File: config.mk
export PLATFORM = sky130hd
export DESIGN_NAME = dmem_arbiter
export DESIGN_NICKNAME = d
export VERILOG_FILES = /design/src/rtl/dmem_arb_pkg.sv /design/src/rtl/dmem_arb_prio.sv /design/src/rtl/dmem_arbiter.sv
export SDC_FILE = /design/constraint.sdc
export NUM_CORES = 1
export LEC_CHECK = 0
export ABC_CLOCK_PERIOD_IN_PS = 4770
export BUFFER_PORTS_ARGS = -buffer_cell sky130_fd_sc_hd__buf_4
export CAP_MARGIN = 30
export CORE_ASPECT_RATIO = 1.5
export CORE_MARGIN = 2
export CORE_UTILIZATION = 50
export CTS_BUF_LIST = sky130_fd_sc_hd__clkbuf_8
export CTS_CLUSTER_DIAMETER = 40
export CTS_CLUSTER_SIZE = 24
export DETAILED_ROUTE_END_ITERATION = 10
export GPL_ROUTABILITY_DRIVEN = 0
export GPL_TIMING_DRIVEN = 0
export MAX_ROUTING_LAYER = met4
export PLACE_DENSITY = 0.89
export SLEW_MARGIN = 20
export SYNTH_ARGS = -nofsm -noshare
export SYNTH_HDL_FRONTEND = slang
export SYNTH_SLANG_ARGS = --single-unit
File: constraint.sdc
create_clock -name clk -period 4.77 [get_ports clk]
set_clock_uncertainty 0.1 [all_clocks]
set_input_delay 0.2385 -clock clk [delete_from_list [all_inputs] [get_ports clk]]
set_output_delay 0.2385 -clock clk [all_outputs]
set_load 0.02 [all_outputs]
File: src/rtl/dmem_arb_pkg.sv
// rtl/dmem_arb_pkg.sv - shared types for the data memory arbiter
package dmem_arb_pkg;

    // Widths of the request/response records; the arbiter's defaults follow these.
    localparam int DMEM_DATA_W = 32;
    localparam int DMEM_ADDR_W = 10;

    // Which requester the response in flight belongs to.
    typedef enum logic [1:0] {
        OWN_NONE = 2'd0,
        OWN_C    = 2'd1,
        OWN_H    = 2'd2
    } owner_e;

    typedef struct packed {
        logic                   valid;
        logic                   we;
        logic [DMEM_ADDR_W-1:0] addr;
        logic [DMEM_DATA_W-1:0] wdata;
    } dmem_req_t;

    typedef struct packed {
        logic                   valid;
        logic [DMEM_DATA_W-1:0] rdata;
    } dmem_rsp_t;

endpackage

File: src/rtl/dmem_arb_prio.sv
// rtl/dmem_arb_prio.sv - core-priority grant with host starvation counter
module dmem_arb_prio #(
    parameter int MAX_WAIT = 4
) (
    input  logic clk,
    input  logic rst,
    input  logic c_valid,
    input  logic h_valid,
    output logic grant_c,
    output logic grant_h
);

    localparam logic [3:0] WAIT_LIMIT = 4'(MAX_WAIT);

    logic [3:0] wait_cnt;

    // Core wins conflicts until the host has lost WAIT_LIMIT in a row; nothing is granted in reset.
    always_comb begin
        grant_h = !rst && h_valid && (!c_valid || (wait_cnt == WAIT_LIMIT));
        grant_c = !rst && c_valid && !grant_h;
    end

    // Count consecutive host losses; a host grant clears it, host idle leaves it alone.
    always_ff @(posedge clk) begin
        if (rst) begin
            wait_cnt <= 4'd0;
        end else if (grant_h) begin
            wait_cnt <= 4'd0;
        end else if (c_valid && h_valid && (wait_cnt != WAIT_LIMIT)) begin
            wait_cnt <= wait_cnt + 4'd1;
        end
    end

endmodule

File: src/rtl/dmem_arbiter.sv
// rtl/dmem_arbiter.sv - shares the dmem port between core and host requesters
module dmem_arbiter
    import dmem_arb_pkg::*;
#(
    parameter int DATA_WIDTH = DMEM_DATA_W,
    parameter int ADDR_WIDTH = DMEM_ADDR_W,
    parameter int MAX_WAIT   = 4
) (
    input  logic                  clk,
    input  logic                  rst,
    input  logic                  c_valid,
    output logic                  c_ready,
    input  logic                  c_we,
    input  logic [ADDR_WIDTH-1:0] c_addr,
    input  logic [DATA_WIDTH-1:0] c_wdata,
    output logic                  c_rsp_valid,
    output logic [DATA_WIDTH-1:0] c_rsp_rdata,
    input  logic                  h_valid,
    output logic                  h_ready,
    input  logic                  h_we,
    input  logic [ADDR_WIDTH-1:0] h_addr,
    input  logic [DATA_WIDTH-1:0] h_wdata,
    output logic                  h_rsp_valid,
    output logic [DATA_WIDTH-1:0] h_rsp_rdata,
    output logic                  mem_we,
    output logic [ADDR_WIDTH-1:0] mem_addr,
    output logic [DATA_WIDTH-1:0] mem_wdata,
    input  logic [DATA_WIDTH-1:0] mem_rdata,
    output logic [15:0]           conflict_cnt
);

    logic      grant_c;
    logic      grant_h;
    dmem_req_t c_req;
    dmem_req_t h_req;
    dmem_req_t sel_req;
    dmem_rsp_t c_rsp;
    dmem_rsp_t h_rsp;
    owner_e    owner;
    logic      owner_we;
    logic [DATA_WIDTH-1:0] rsp_data;
    logic [DATA_WIDTH-1:0] c_hold;
    logic [DATA_WIDTH-1:0] h_hold;

    dmem_arb_prio #(
        .MAX_WAIT (MAX_WAIT)
    ) u_prio (
        .clk     (clk),
        .rst     (rst),
        .c_valid (c_valid),
        .h_valid (h_valid),
        .grant_c (grant_c),
        .grant_h (grant_h)
    );

    // Request mux: the core's request drives the memory bus whenever the host is not granted.
    always_comb begin
        c_req   = '{valid: c_valid, we: c_we, addr: c_addr, wdata: c_wdata};
        h_req   = '{valid: h_valid, we: h_we, addr: h_addr, wdata: h_wdata};
        sel_req = grant_h ? h_req : c_req;
    end

    assign c_ready   = grant_c;
    assign h_ready   = grant_h;
    assign mem_we    = sel_req.we && (grant_c || grant_h);
    assign mem_addr  = sel_req.addr;
    assign mem_wdata = sel_req.wdata;

    // Remember who issued last cycle's access and whether it was a write.
    always_ff @(posedge clk) begin
        if (rst) begin
            owner    <= OWN_NONE;
            owner_we <= 1'b0;
        end else begin
            owner    <= grant_h ? OWN_H : (grant_c ? OWN_C : OWN_NONE);
            owner_we <= mem_we;
        end
    end

    // Writes are acknowledged with zero data; reads forward the registered dmem output.
    assign rsp_data = owner_we ? '0 : mem_rdata;

    // Response fan-out: only the owner sees valid, the other port keeps its last data.
    always_comb begin
        c_rsp.valid = !rst && (owner == OWN_C);
        h_rsp.valid = !rst && (owner == OWN_H);
        c_rsp.rdata = rst ? '0 : (c_rsp.valid ? rsp_data : c_hold);
        h_rsp.rdata = rst ? '0 : (h_rsp.valid ? rsp_data : h_hold);
    end

    assign c_rsp_valid = c_rsp.valid;
    assign c_rsp_rdata = c_rsp.rdata;
    assign h_rsp_valid = h_rsp.valid;
    assign h_rsp_rdata = h_rsp.rdata;

    // Hold registers carry each port's last response data between responses.
    always_ff @(posedge clk) begin
        if (rst) begin
            c_hold <= '0;
            h_hold <= '0;
        end else begin
            c_hold <= c_rsp.rdata;
            h_hold <= h_rsp.rdata;
        end
    end

    // Saturating count of cycles where both requesters wanted the port.
    always_ff @(posedge clk) begin
        if (rst) begin
            conflict_cnt <= 16'd0;
        end else if (c_valid && h_valid && (conflict_cnt != 16'hFFFF)) begin
            conflict_cnt <= conflict_cnt + 16'd1;
        end
    end

endmodule
# Yosys cells after proc, flatten, opt, wreduce, memory -nomap -nowiden
# Cells that the tools add are included.
[op_classes] addsub=2 n_eq_ne=5 mux=8 reduce_logical=16
[op_table] cell="32-bit 2-to-1 mux" count=5
[op_table] cell="43-bit 2-to-1 mux" count=1
[op_table] cell="16-bit by 1-bit adder with 16-bit output, second input constant" count=1
[op_table] cell="16-bit inequality test, second input constant" count=1
[op_table] cell="1-bit logical AND" count=10
[op_table] cell="4-bit by 1-bit adder with 4-bit output, second input constant" count=1
[op_table] cell="4-bit by 3-bit == test with 1-bit output, second input constant" count=1
[op_table] cell="4-bit by 3-bit inequality test with 1-bit output, second input constant" count=1
[op_table] cell="1-bit zero test" count=3
[op_table] cell="2-bit by 1-bit == test with 1-bit output, second input constant" count=1
[op_table] cell="2-bit == test, second input constant" count=1
[op_table] cell="1-bit logical OR" count=2
[op_table] cell="2-bit 2-to-1 mux" count=1
[op_table] cell="2-bit OR reduction" count=1
[op_table] cell="1-bit 2-to-1 mux" count=1
[totals] register_bits=87 in_bits=122 output_inout_bits=127

# Depth between registers and ports, before layout
# Gate-level depths: netlist of run 1.
[logic_depth] ltp_word=7 ltp_mapped=7 mapped_depth_nobuf=6

# Hierarchy
# From an unflattened synthesis of run 1, not the netlist that was laid out.
[unflattened] hier_cells=575 hier_area_um2=4456.8
[modules_own_cells] mod="dmem_arbiter" instances=1 cells_each=544 area_per_inst_um2=4199.0
[modules_own_cells] mod="dmem_arb_prio" instances=1 cells_each=31 area_per_inst_um2=257.7

# Worst setup path before layout of run 1
# Ideal clock, no wire load.
[synth_path] kind="flip-flop to output port" from="register u_prio.wait_cnt[0]" to="output mem_addr[9]" arrival_time_ps=1676 required_time_ps=4431 slack_ps=2756 path_stages_with_launch=7 cell_sequence="dfxtp_1 inv_1 ha_1 nand3b_1 a21oi_1 buf_2 mux2_1"
[synth_between] elab_chain_len=4
[synth_lines] element="start, declared" line="dmem_arb_prio.sv:15" rtl="logic [3:0] wait_cnt;"
[synth_lines] element="start signal, assigned" line="dmem_arb_prio.sv:30" rtl="wait_cnt <= wait_cnt + 4'd1;"
[synth_lines] element="4-bit by 3-bit == test with 1-bit output" line="dmem_arb_prio.sv:19" rtl="grant_h = !rst && h_valid && (!c_valid || (wait_cnt == WAIT_LIMIT));"
[synth_lines] element="1-bit logical OR" line="dmem_arb_prio.sv:19"
[synth_lines] element="1-bit logical AND" line="dmem_arb_prio.sv:19"
[synth_lines] element="named net h_ready" line="dmem_arbiter.sv:19" rtl="output logic h_ready,"
[synth_lines] element="43-bit 2-to-1 mux" line="dmem_arbiter.sv:60" rtl="sel_req = grant_h ? h_req : c_req;"
[synth_lines] element="end, declared" line="dmem_arbiter.sv:26" rtl="output logic [ADDR_WIDTH-1:0] mem_addr,"
# The timed path passes the listed nets, and every way through them passes these cells.

# Final worst setup path of run 1
[layout_path] from="register u_prio.wait_cnt[0]" to="output mem_wdata[29]"
[layout_between] elab_chain_len=4
[layout_lines] element="4-bit by 3-bit == test with 1-bit output" line="dmem_arb_prio.sv:19"
[layout_lines] element="1-bit logical OR" line="dmem_arb_prio.sv:19"
[layout_lines] element="1-bit logical AND" line="dmem_arb_prio.sv:19"
[layout_lines] element="43-bit 2-to-1 mux" line="dmem_arbiter.sv:60"
[layout_lines] element="end, declared" line="dmem_arbiter.sv:27" rtl="output logic [DATA_WIDTH-1:0] mem_wdata,"
# Every way passes these cells.

==> flow_summary.json, run 1 <==
{
  "root_buffer": "clkbuf_8",
  "grtUsageMet1": 0.3535,
  "fmax_mhz": 343.0,
  "rows": 42,
  "syn_nets": 698,
  "antenna_cells": 0,
  "antenna_found_initial": 0,
  "final_max_slew_viol_count": 0,
  "grt_max_degree": 15,
  "drive_gt1_frac": 0.3716,
  "die_w_um": 81.01,
  "worstSetupStartpointType": "flip-flop",
  "hold_viol": 0,
  "clkLatencyLatePin_ps": 350,
  "cts_buffer_depth": 2,
  "routed_wl_um": 16030,
  "criticalPathCategory": "reg -> out",
  "ys_warn_count": 0,
  "critPathArrivalTime_ps": 2580,
  "first_pass_iters": 5,
  "rsz0062_at_grt": "no",
  "synth.distinct_cells": 36,
  "min_period_ps": 2915,
  "cts_num_sinks": 87,
  "syn_avg_cell_area_sq_um": 7.763,
  "synth_seq_cells": 87,
  "synthCells": 573,
  "drc": 0,
  "yosys_most_used_dff": "dfxtp_1",
  "irDropWorstVdd_v": 0.0002023,
  "ant_nets": 0,
  "drt-initial-drc-count": 386,
  "hold_buffers": 0,
  "cts_resized": 0,
  "grt.met2_usage": 0.5981,
  "total_power_mw": 1.767,
  "worstMarginPinSlew_ps": 601.0,
  "start_util": 0.5099,
  "syn_to_final_growth_pct": 50.46,
  "async_reset_ff_frac": 0,
  "dp_hpwl_um": 12910,
  "avgRoutedWirePerCell_um": 16.93,
  "cts_inserted_buffers": 9,
  "htreeDepth": 3,
  "grt_pass1_wl_um": 24370,
  "setup_viol": 0,
  "met3_usage": 0.07895,
  "hold_path.class": "in -> reg",
  "synth-edff-count": 0,
  "die_area_sq_um": 9682,
  "instances_no_fill": 947,
  "end_kind": "output port",
  "grt_pass1_vias": 5069,
  "cts_setup_buffers": 0,
  "ys_seq_area_frac": 0.3916,
  "fp.dieH_um": 119.5,
  "top_usage_layer": "met2",
  "layout_worst_path_cycle_share": 0.6111,
  "groute.usage.overall": 0.3339,
  "placed_cells": 931,
  "tns_ps": 0,
  "pin_count": 249,
  "tritoncts": "yes",
  "status": "finished clean",
  "nNetsFinal": 957,
  "power_density_nw_per_um2": 264.0,
  "clk_pin_slew_ps": 90,
  "crit_path_max_fanout": 10,
  "p_leak_nw": 2.911,
  "netlist_area_sq_um": 4448,
  "drv_cap": 0,
  "gr-total-overflow": 0,
  "required_ps": 4430,
  "vias": 5246,
  "portBuffers": 248,
  "core_region_area_sq_um": 8723,
  "relSlewSlack": 0.5993,
  "drt-vias-per-instance": 5.540
}
==> registers in the layout (all words and copies together) (netlist names) <==
signal and flops:
c_hold 32, conflict_cnt 16, h_hold 32, u_prio.wait_cnt 4
owner_we 1, owner 2
==> critical path, cell delays in order, from the launching register on <==
cell and delay, ps:
dfxtp_1 330, inv_1 90, ha_1 150, nand3b_1 170, a21oi_1 560, buf_2 350, mux2_2 390, buf_4 180
==> final cells by class <==
cell class / instances / area, sq um
inverters: 6 / 22.52
flip-flops and latches: 87 / 1742
multi-input cells: 437 / 2504
repair buffers: 248 / 1862
clock buffers: 10 / 137.6
plain buffers: 43 / 180.2
fillers: 660 / 2031
well taps: 110 / 137.6
clock inverters: 6 / 107.6
==> stage by stage <==
| step | worst slack (ps) | hold WS (ps) | utilization | area, sq um |
|---|---|---|---|---|
| floorplan | 2756 | 228.3 | - | 4448 |
| global placement | 2339 | 350.5 | 0.7391 | 6447 |
| detailed placement | 2247 | 356.9 | 0.7391 | 6447 |
| CTS | 1844 | 12.44 | 0.7672 | 6693 |
| global route | 1706 | 31.81 | 0.7672 | 6693 |
| finish | 1855 | 35.13 | 0.7672 | 6693 |
==> Yosys cell counts (all sizes together) (3+ instances only) <==
| cell type | instances | share of area |
|---|---|---|
| mux2 | 47 | 0.12 |
| dfxtp | 87 | 0.39 |
| nand3 | 6 | 0.0068 |
| or4 | 6 | 0.010 |
| or3 | 3 | 0.0042 |
| nand2 | 136 | 0.11 |
| nor2b | 38 | 0.053 |
| a21oi | 143 | 0.16 |
| nor3 | 6 | 0.0068 |
| o31ai | 7 | 0.012 |
| nand4 | 6 | 0.015 |
| inv | 6 | 0.0051 |
| buf | 11 | 0.014 |
| ha | 3 | 0.0084 |
| nor3b | 4 | 0.0079 |
| clkbuf | 32 | 0.027 |
| nand2b | 5 | 0.0070 |
| nor2 | 10 | 0.0084 |
==> report_power, final <==
part,switching [mW],internal (mW)
registers,0.00868,0.748
clock network,0.262,0.362
logic,0.207,0.180
==> per-layer routing <==
metal | vias to the layer above | routed length (um) | share of wire
li1 | 2492 | - | -
met1 | 2435 | 5674 | 0.35
met2 | 282 | 8558 | 0.53
met3 | 37 | 1347 | 0.084
met4 | 0 | 452 | 0.028
met5 | - | 0 | 0
==> cell families (layout without fill, tap and decap cells) <==
| logic type | after synthesis | count (layout) | synth area share |
|---|---|---|---|
| simple gates | 227 | 227 | 0.2453 |
| compound gates | 156 | 156 | 0.1817 |
| flops | 87 | 87 | 0.3916 |
| mux | 49 | 49 | 0.1235 |
| buf+inv | 49 | 313 | 0.04557 |
| fa+ha+maj | 3 | 3 | 0.008440 |
| xor+xnor | 2 | 2 | 0.003939 |
==> worst paths after layout <==
check | start | endpoint | slack [ps] | cells past startpoint
setup reg to reg | u_prio.wait_cnt[0] | owner_we | 2690 | 7
setup / recovery | u_prio.wait_cnt[0] | mem_wdata[29] | 1850 | 7
hold reg to reg | c_hold[6] | c_hold[6] | 370 | 2
hold / removal | c_valid | owner[1] | 40 | 2
==> layout by cell type, fill, tap and decap left out, drive strengths merged, types with 4 or more instances in the layout <==
cell	count
nor2	10
o31ai	7
nand4	6
clkbuf	42
inv	8
or4	6
dfxtp	87
nor2b	38
buf	259
nor3	6
a21oi	143
nor3b	4
nand3	6
mux2	47
nand2b	5
nand2	136
Power figures use the tool's default switching activity.
==> run 2, diff against run 1 <==
--- a/config.mk
+++ b/config.mk
@@ -5,12 +5,13 @@
 export SDC_FILE = /design/constraint.sdc
 export NUM_CORES = 1
 export LEC_CHECK = 0
-export ABC_CLOCK_PERIOD_IN_PS = 4770
+export ABC_AREA = 1
+export ABC_CLOCK_PERIOD_IN_PS = 2360
 export BUFFER_PORTS_ARGS = -buffer_cell sky130_fd_sc_hd__buf_4
 export CAP_MARGIN = 30
 export CORE_ASPECT_RATIO = 1.5
 export CORE_MARGIN = 2
-export CORE_UTILIZATION = 50
+export CORE_UTILIZATION = 42
 export CTS_BUF_LIST = sky130_fd_sc_hd__clkbuf_8
 export CTS_CLUSTER_DIAMETER = 40
 export CTS_CLUSTER_SIZE = 24
@@ -18,7 +19,7 @@
 export GPL_ROUTABILITY_DRIVEN = 0
 export GPL_TIMING_DRIVEN = 0
 export MAX_ROUTING_LAYER = met4
-export PLACE_DENSITY = 0.89
+export PLACE_DENSITY = 0.79
 export SLEW_MARGIN = 20
 export SYNTH_ARGS = -nofsm -noshare
 export SYNTH_HDL_FRONTEND = slang
==> constraint.sdc (replaced) <==
create_clock -name clk -period 2.36 [get_ports clk]
set_clock_uncertainty 0.1 [all_clocks]
set_input_delay 0.118 -clock clk [delete_from_list [all_inputs] [get_ports clk]]
set_output_delay 0.118 -clock clk [all_outputs]
set_load 0.02 [all_outputs]
==> flow_summary.json, run 2 <==
{
  "status": "finished clean",
  "layout_worst_path_cycle_share": 0.9658,
  "drt-vias-per-instance": 4.928,
  "total_power_mw": 3.568,
  "core_region_area_sq_um": 10530,
  "drc": 0,
  "final_max_slew_viol_count": 0,
  "worst-r2r-setup-slack_ps": 240,
  "root_buffer": "clkbuf_8",
  "synth_common_cells": "305 x nand2_1, 87 x dfxtp_1, 81 x inv_1, 72 x nor2_1, 47 x nand3_1",
  "tritoncts": "yes",
  "htreeDepth": 3,
  "syn_to_final_growth_pct": 54.31,
  "clk_pin_slew_ps": 90,
  "start_util": 0.4290,
  "multiInputGateArea_sq_um": 2273,
  "crit_path_max_fanout": 10,
  "criticalPathCategory": "reg -> out",
  "die_w_um": 88.69,
  "grt_pass1_wl_um": 25540,
  "groute.usage.overall": 0.3018,
  "ys_seq_area_frac": 0.3855,
  "cts_buffer_depth": 2,
  "r2r_start": "u_prio.wait_cnt[0]",
  "vias": 5642,
  "drt-initial-drc-count": 268,
  "layout_commonest_cell": "nand2_1",
  "first_pass_iters": 5,
  "gr-total-overflow": 0,
  "grt_pass1_vias": 5110,
  "min_period_ps": 2279,
  "portBuffers": 248,
  "ys_warn_count": 0,
  "biggestRegsByFlops": "c_hold x32, h_hold x32, conflict_cnt x16",
  "min_delay_path_depth": 5,
  "rows": 46,
  "critPathArrivalTime_ps": 2060,
  "cts_inserted_buffers": 9,
  "clkLatencyLatePin_ps": 360,
  "antenna_cells": 0,
  "seq_area_sq_um": 1742,
  "synth_top_area_frac": 0.3855,
  "grt_max_degree": 15,
  "synth-edff-count": 0,
  "setup_slack_ps": 80.83,
  "synth.distinct_cells": 29,
  "fp.dieH_um": 131.0,
  "routed_wl_um": 17650,
  "end_kind": "output port",
  "syn_avg_cell_area_sq_um": 6.284,
  "power_density_nw_per_um2": 511.8,
  "place_ws_ps": 419.4,
  "layout_common_cells": "305 x nand2_1, 254 x buf_4, 87 x dfxtp_1",
  "antenna_found_initial": 0,
  "nFillCells": 1005,
  "die_area_sq_um": 11620,
  "relSlewSlack": 0.6754,
  "synth.most_common_cell": "nand2_1",
  "netlist_area_sq_um": 4518,
  "r2r_end": "owner_we",
  "irDropWorstVdd_v": 0.0003007,
  "cts_num_sinks": 87,
  "setup_viol": 0,
  "syn_nets": 844,
  "holdPathEnd": "c_hold[11]",
  "async_reset_ff_frac": 0,
  "ant_nets": 0,
  "yosys_most_used_dff": "dfxtp_1",
  "worstHoldStart": "mem_rdata[11]",
  "rr_worst_depth": 10,
  "hold_path.class": "in -> reg",
  "required_ps": 2140,
  "nNetsFinal": 1121,
  "hold_viol": 0,
  "drive_gt1_frac": 0.3097,
  "drv_cap": 0,
  "pin_count": 249,
  "fin_util": 0.6619,
  "fmax_mhz": 438.8,
  "synthCells": 719,
  "dp_hpwl_um": 14270,
  "yosysTopAreaCell": "dfxtp_1",
  "synth_seq_cells": 87,
  "synth_area_leaders": "dfxtp_1 39%, nand2_1 25%, inv_1 6.7%, nor2_1 6.0%, nand3_1 5.2%",
  "p_leak_nw": 4.178,
  "worstMarginPinSlew_ps": 486.9,
  "worstSetupStartpointType": "flip-flop",
  "avgRoutedWirePerCell_um": 15.41
}
## run 2: cell families (layout without fill, tap and decap cells)
group | Yosys count | in the layout | share of synthesized area
DFF | 87 | 87 | 0.3855
and+or+nand+nor | 447 | 447 | 0.4040
buffers and inverters | 118 | 400 | 0.1124
xor gates and xnor gates | 2 | 2 | 0.003878
AOI/OAI and AO/OA | 62 | 62 | 0.08585
adders and majority gates | 3 | 3 | 0.008309
## run 2: timing repair
item                                    CTS  global route
gates resized for setup                   1             2
endpoints found under the setup margin    1            11
hold endpoints to repair                 20             0
buffers inserted                          0             1
hold buffers                             17             0
## run 2: power breakdown
group / internal [mW] / leakage, nW / switching [mW] / total, mW
combinational: 0.388 / 3.36 / 0.500 / 0.888
clock: 0.589 / 0.109 / 0.544 / 1.13
sequential: 1.53 / 0.709 / 0.0199 / 1.55
total: 2.50 / 4.18 / 1.06 / 3.57
## run 2: cell type report
class / count / share of cell area
tap: 144 / 0.02584
timing repair buffer: 266 / 0.2943
sequential: 87 / 0.2498
clock buffer: 9 / 0.01777
inverter: 85 / 0.04648
multi-input combinational: 514 / 0.3261
clock inverter: 7 / 0.01256
buffer: 33 / 0.02710
## run 2: critical path: stages, from the launching register on
cell,delay (ps)
dfxtp_1,370
inv_1,80
ha_1,190
nand3_1,120
nand2_1,120
nand2_4,140
clkinv_4,120
buf_4,200
nand2_1,90
nand2_1,90
buf_4,180
## run 2: through the flow
step / TNS [ps] / cells / instance area [sq um] / hold WS, ps
final: 0 / 1145 / 6972 / 17.63
after global routing: -14.80 / 1145 / 6972 / 14.76
after CTS: 0 / 1144 / 6944 / 0.9167
after detailed placement: 0 / 1111 / 6560 / 243.1
after global placement: 0 / 1111 / 6560 / 237.2
after floorplan: 0 / 719 / 4518 / 139.8
## run 2: worst max-delay path by stage
| stage | startpoint | endpoint | slack (ps) | cells after the start |
|---|---|---|---|---|
| 2_1_floorplan | u_prio.wait_cnt[0] | mem_we | 570 | 9 |
| 3_5_place_dp | u_prio.wait_cnt[0] | mem_addr[8] | 420 | 10 |
| 4_1_cts | u_prio.wait_cnt[0] | mem_addr[8] | 50 | 10 |
| 5_1_grt | u_prio.wait_cnt[0] | mem_wdata[13] | -10 | 10 |
| 3_3_place_gp | u_prio.wait_cnt[0] | mem_addr[8] | 420 | 10 |
| 6_report | u_prio.wait_cnt[0] | mem_addr[8] | 80 | 10 |
## run 2: routing by layer
layer / vias up / part of all wire / track usage
met5: - / 0 / -
met4: 0 / 0.025 / 0.09982
met3: 30 / 0.077 / 0.06281
met2: 254 / 0.52 / 0.5312
met1: 2584 / 0.38 / 0.3349
li1: 2774 / - / -
==> run 3, diff against run 2 <==
--- a/config.mk
+++ b/config.mk
@@ -6,12 +6,12 @@
 export NUM_CORES = 1
 export LEC_CHECK = 0
 export ABC_AREA = 1
-export ABC_CLOCK_PERIOD_IN_PS = 2360
+export ABC_CLOCK_PERIOD_IN_PS = 2900
 export BUFFER_PORTS_ARGS = -buffer_cell sky130_fd_sc_hd__buf_4
 export CAP_MARGIN = 30
 export CORE_ASPECT_RATIO = 1.5
 export CORE_MARGIN = 2
-export CORE_UTILIZATION = 42
+export CORE_UTILIZATION = 50
 export CTS_BUF_LIST = sky130_fd_sc_hd__clkbuf_8
 export CTS_CLUSTER_DIAMETER = 40
 export CTS_CLUSTER_SIZE = 24
@@ -19,7 +19,8 @@
 export GPL_ROUTABILITY_DRIVEN = 0
 export GPL_TIMING_DRIVEN = 0
 export MAX_ROUTING_LAYER = met4
-export PLACE_DENSITY = 0.79
+export PLACE_DENSITY = 0.89
+export SKIP_CTS_REPAIR_TIMING = 1
 export SLEW_MARGIN = 20
 export SYNTH_ARGS = -nofsm -noshare
 export SYNTH_HDL_FRONTEND = slang
==> constraint.sdc (replaced) <==
create_clock -name clk -period 2.9 [get_ports clk]
set_clock_uncertainty 0.1 [all_clocks]
set_input_delay 0.145 -clock clk [delete_from_list [all_inputs] [get_ports clk]]
set_output_delay 0.145 -clock clk [all_outputs]
set_load 0.02 [all_outputs]
==> flow_summary.json, run 3 (synthesis gave the netlist of run 2 again) <==
{
  "status": "complete, but fails checks",
  "violations": "hold timing",
  "die_area_sq_um": 9828,
  "r2r_end": "owner_we",
  "portBuffers": 248,
  "seq_area_sq_um": 1742,
  "grt_max_degree": 15,
  "required_ps": 2650,
  "fp.dieH_um": 120.4,
  "root_buffer": "clkbuf_8",
  "min_delay_path_depth": 3,
  "drive_gt1_frac": 0.3134,
  "p_seq_frac": 0.421,
  "rows": 42,
  "slowest_stage": "dfxtp_1",
  "switching_share": 0.2864,
  "clk_pin_slew_ps": 90,
  "layout_commonest_cell": "nand2_1",
  "grt_pass1_vias": 5260,
  "crit_path_max_fanout": 10,
  "fmax_mhz": 408.9,
  "rsz0062_at_grt": "no",
  "cpPeakStageDelay_ps": 340,
  "groute.usage.overall": 0.3607,
  "crit_top_cell": "nand2_1",
  "tns_ps": 0,
  "grt_pass1_wl_um": 25430,
  "multiInputGateArea_sq_um": 2268,
  "clkLatencyLatePin_ps": 380,
  "core_region_area_sq_um": 8828,
  "critPathArrivalTime_ps": 2200,
  "hold-worst-slack_ps": -9.819,
  "fin_util": 0.7694,
  "avgRoutedWirePerCell_um": 15.90,
  "crit_chain": "inv_1 -> ha_1 -> nand3_1 -> nand2_1 -> nand2_2 -> inv_2 -> buf_4 -> nand2_1 -> nand2_1 -> buf_4",
  "drv_cap": 0,
  "r2r_start": "u_prio.wait_cnt[0]",
  "gr-total-overflow": 0,
  "htreeDepth": 3,
  "worst-r2r-setup-slack_ps": 570,
  "tritoncts": "yes",
  "ant_nets": 0,
  "biggestRegsByFlops": "c_hold x32, h_hold x32, conflict_cnt x16",
  "nFillCells": 730,
  "power_density_nw_per_um2": 440.7,
  "antenna_cells": 0,
  "first_pass_iters": 5,
  "worstMarginPinSlew_ps": 549.5,
  "cts_num_sinks": 87,
  "pin_count": 249,
  "drt-vias-per-instance": 5.145,
  "setup_viol": 0,
  "comb_power_share": 0.234,
  "holdPathEnd": "h_hold[26]",
  "relSlewSlack": 0.6337,
  "worstHoldStart": "mem_rdata[26]",
  "final_max_slew_viol_count": 0,
  "power.internal_mw": 2.136,
  "p_clk_frac": 0.345,
  "worstSetupStartpointType": "flip-flop",
  "die_w_um": 81.62,
  "p_sw_mw": 0.8573,
  "layout_common_cells": "305 x nand2_1, 254 x buf_4, 87 x dfxtp_1",
  "final_cell_area_sq_um": 6793,
  "layout_worst_path_cycle_share": 0.8434,
  "irDropWorstVdd_v": 0.0002988,
  "routed_wl_um": 17430,
  "cts_buffer_depth": 2,
  "total_power_mw": 2.994,
  "drt-initial-drc-count": 336,
  "dp_hpwl_um": 13940,
  "drc": 0,
  "hold_viol": 2,
  "p_leak_nw": 4.117,
  "nNetsFinal": 1106,
  "end_kind": "output port",
  "rr_worst_depth": 10,
  "syn_to_final_growth_pct": 50.35,
  "start_util": 0.5118,
  "place_area_sq_um": 6518,
  "min_period_ps": 2446,
  "cts_inserted_buffers": 9,
  "antenna_found_initial": 0,
  "vias": 5639,
  "hold_path.class": "in -> reg",
  "criticalPathCategory": "reg -> out"
}
[run 3: changes by cell type in the layout (fill, tap and decap cells not counted), sizes merged]
cell | before | now
clkinv | 5 | 2
buf | 275 | 274
inv | 84 | 85
clkbuf | 16 | 17
bufinv | 2 | 3
dlygate4sd3 | 17 | 3
[run 3: layout make-up]
type	instances	area share
plain buffers	33	0.02781
repair buffers	251	0.2785
well taps	110	0.02026
clock inverters	6	0.01584
flip-flops and latches	87	0.2564
inverters	85	0.04697
multi-input cells	514	0.3339
clock buffers	10	0.02026
[run 3: power groups by stage]
stage | sequential [mW] | clock [mW] | combinational, mW
floorplan | 1.28 | 0 | 0.333
global placement | 1.28 | 0 | 0.685
detailed placement | 1.29 | 0 | 0.691
CTS | 1.26 | 1.04 | 0.695
global route | 1.26 | 1.09 | 0.751
finish | 1.26 | 1.03 | 0.702
[run 3: worst max-delay path by stage]
stage	start	end	slack [ps]	cells past startpoint
detailed placement	u_prio.wait_cnt[0]	mem_addr[6]	900	10
global route	u_prio.wait_cnt[0]	mem_we	310	10
CTS	u_prio.wait_cnt[0]	mem_addr[6]	480	10
floorplan	u_prio.wait_cnt[0]	mem_we	1090	9
global placement	u_prio.wait_cnt[0]	mem_we	920	10
finish	u_prio.wait_cnt[0]	mem_addr[6]	450	10
[run 3: worst max-delay path: cells and delay by family, from the launching register on]
kind	cells	cell delay (ps)
buf+inv	4	760
fa+ha+maj	1	140
flops	1	340
simple gates	5	580
[run 3: routing by layer]
layer	vias up	routed length, um	global-route usage	part of all wire
li1	2744	-	-	-
met1	2542	5881	0.3501	0.34
met2	289	8953	0.6270	0.51
met3	64	1716	0.1075	0.098
met4	0	875	0.1958	0.050
met5	-	0	-	0
[run 3: per-stage QoR]
step | worst slack, ps | std cells
5_1_grt | 314.0 | 1096
3_5_place_dp | 902.2 | 1077
6_report | 454.3 | 1096
4_1_cts | 482.0 | 1093
3_3_place_gp | 917.0 | 1077
2_1_floorplan | 1088 | 719
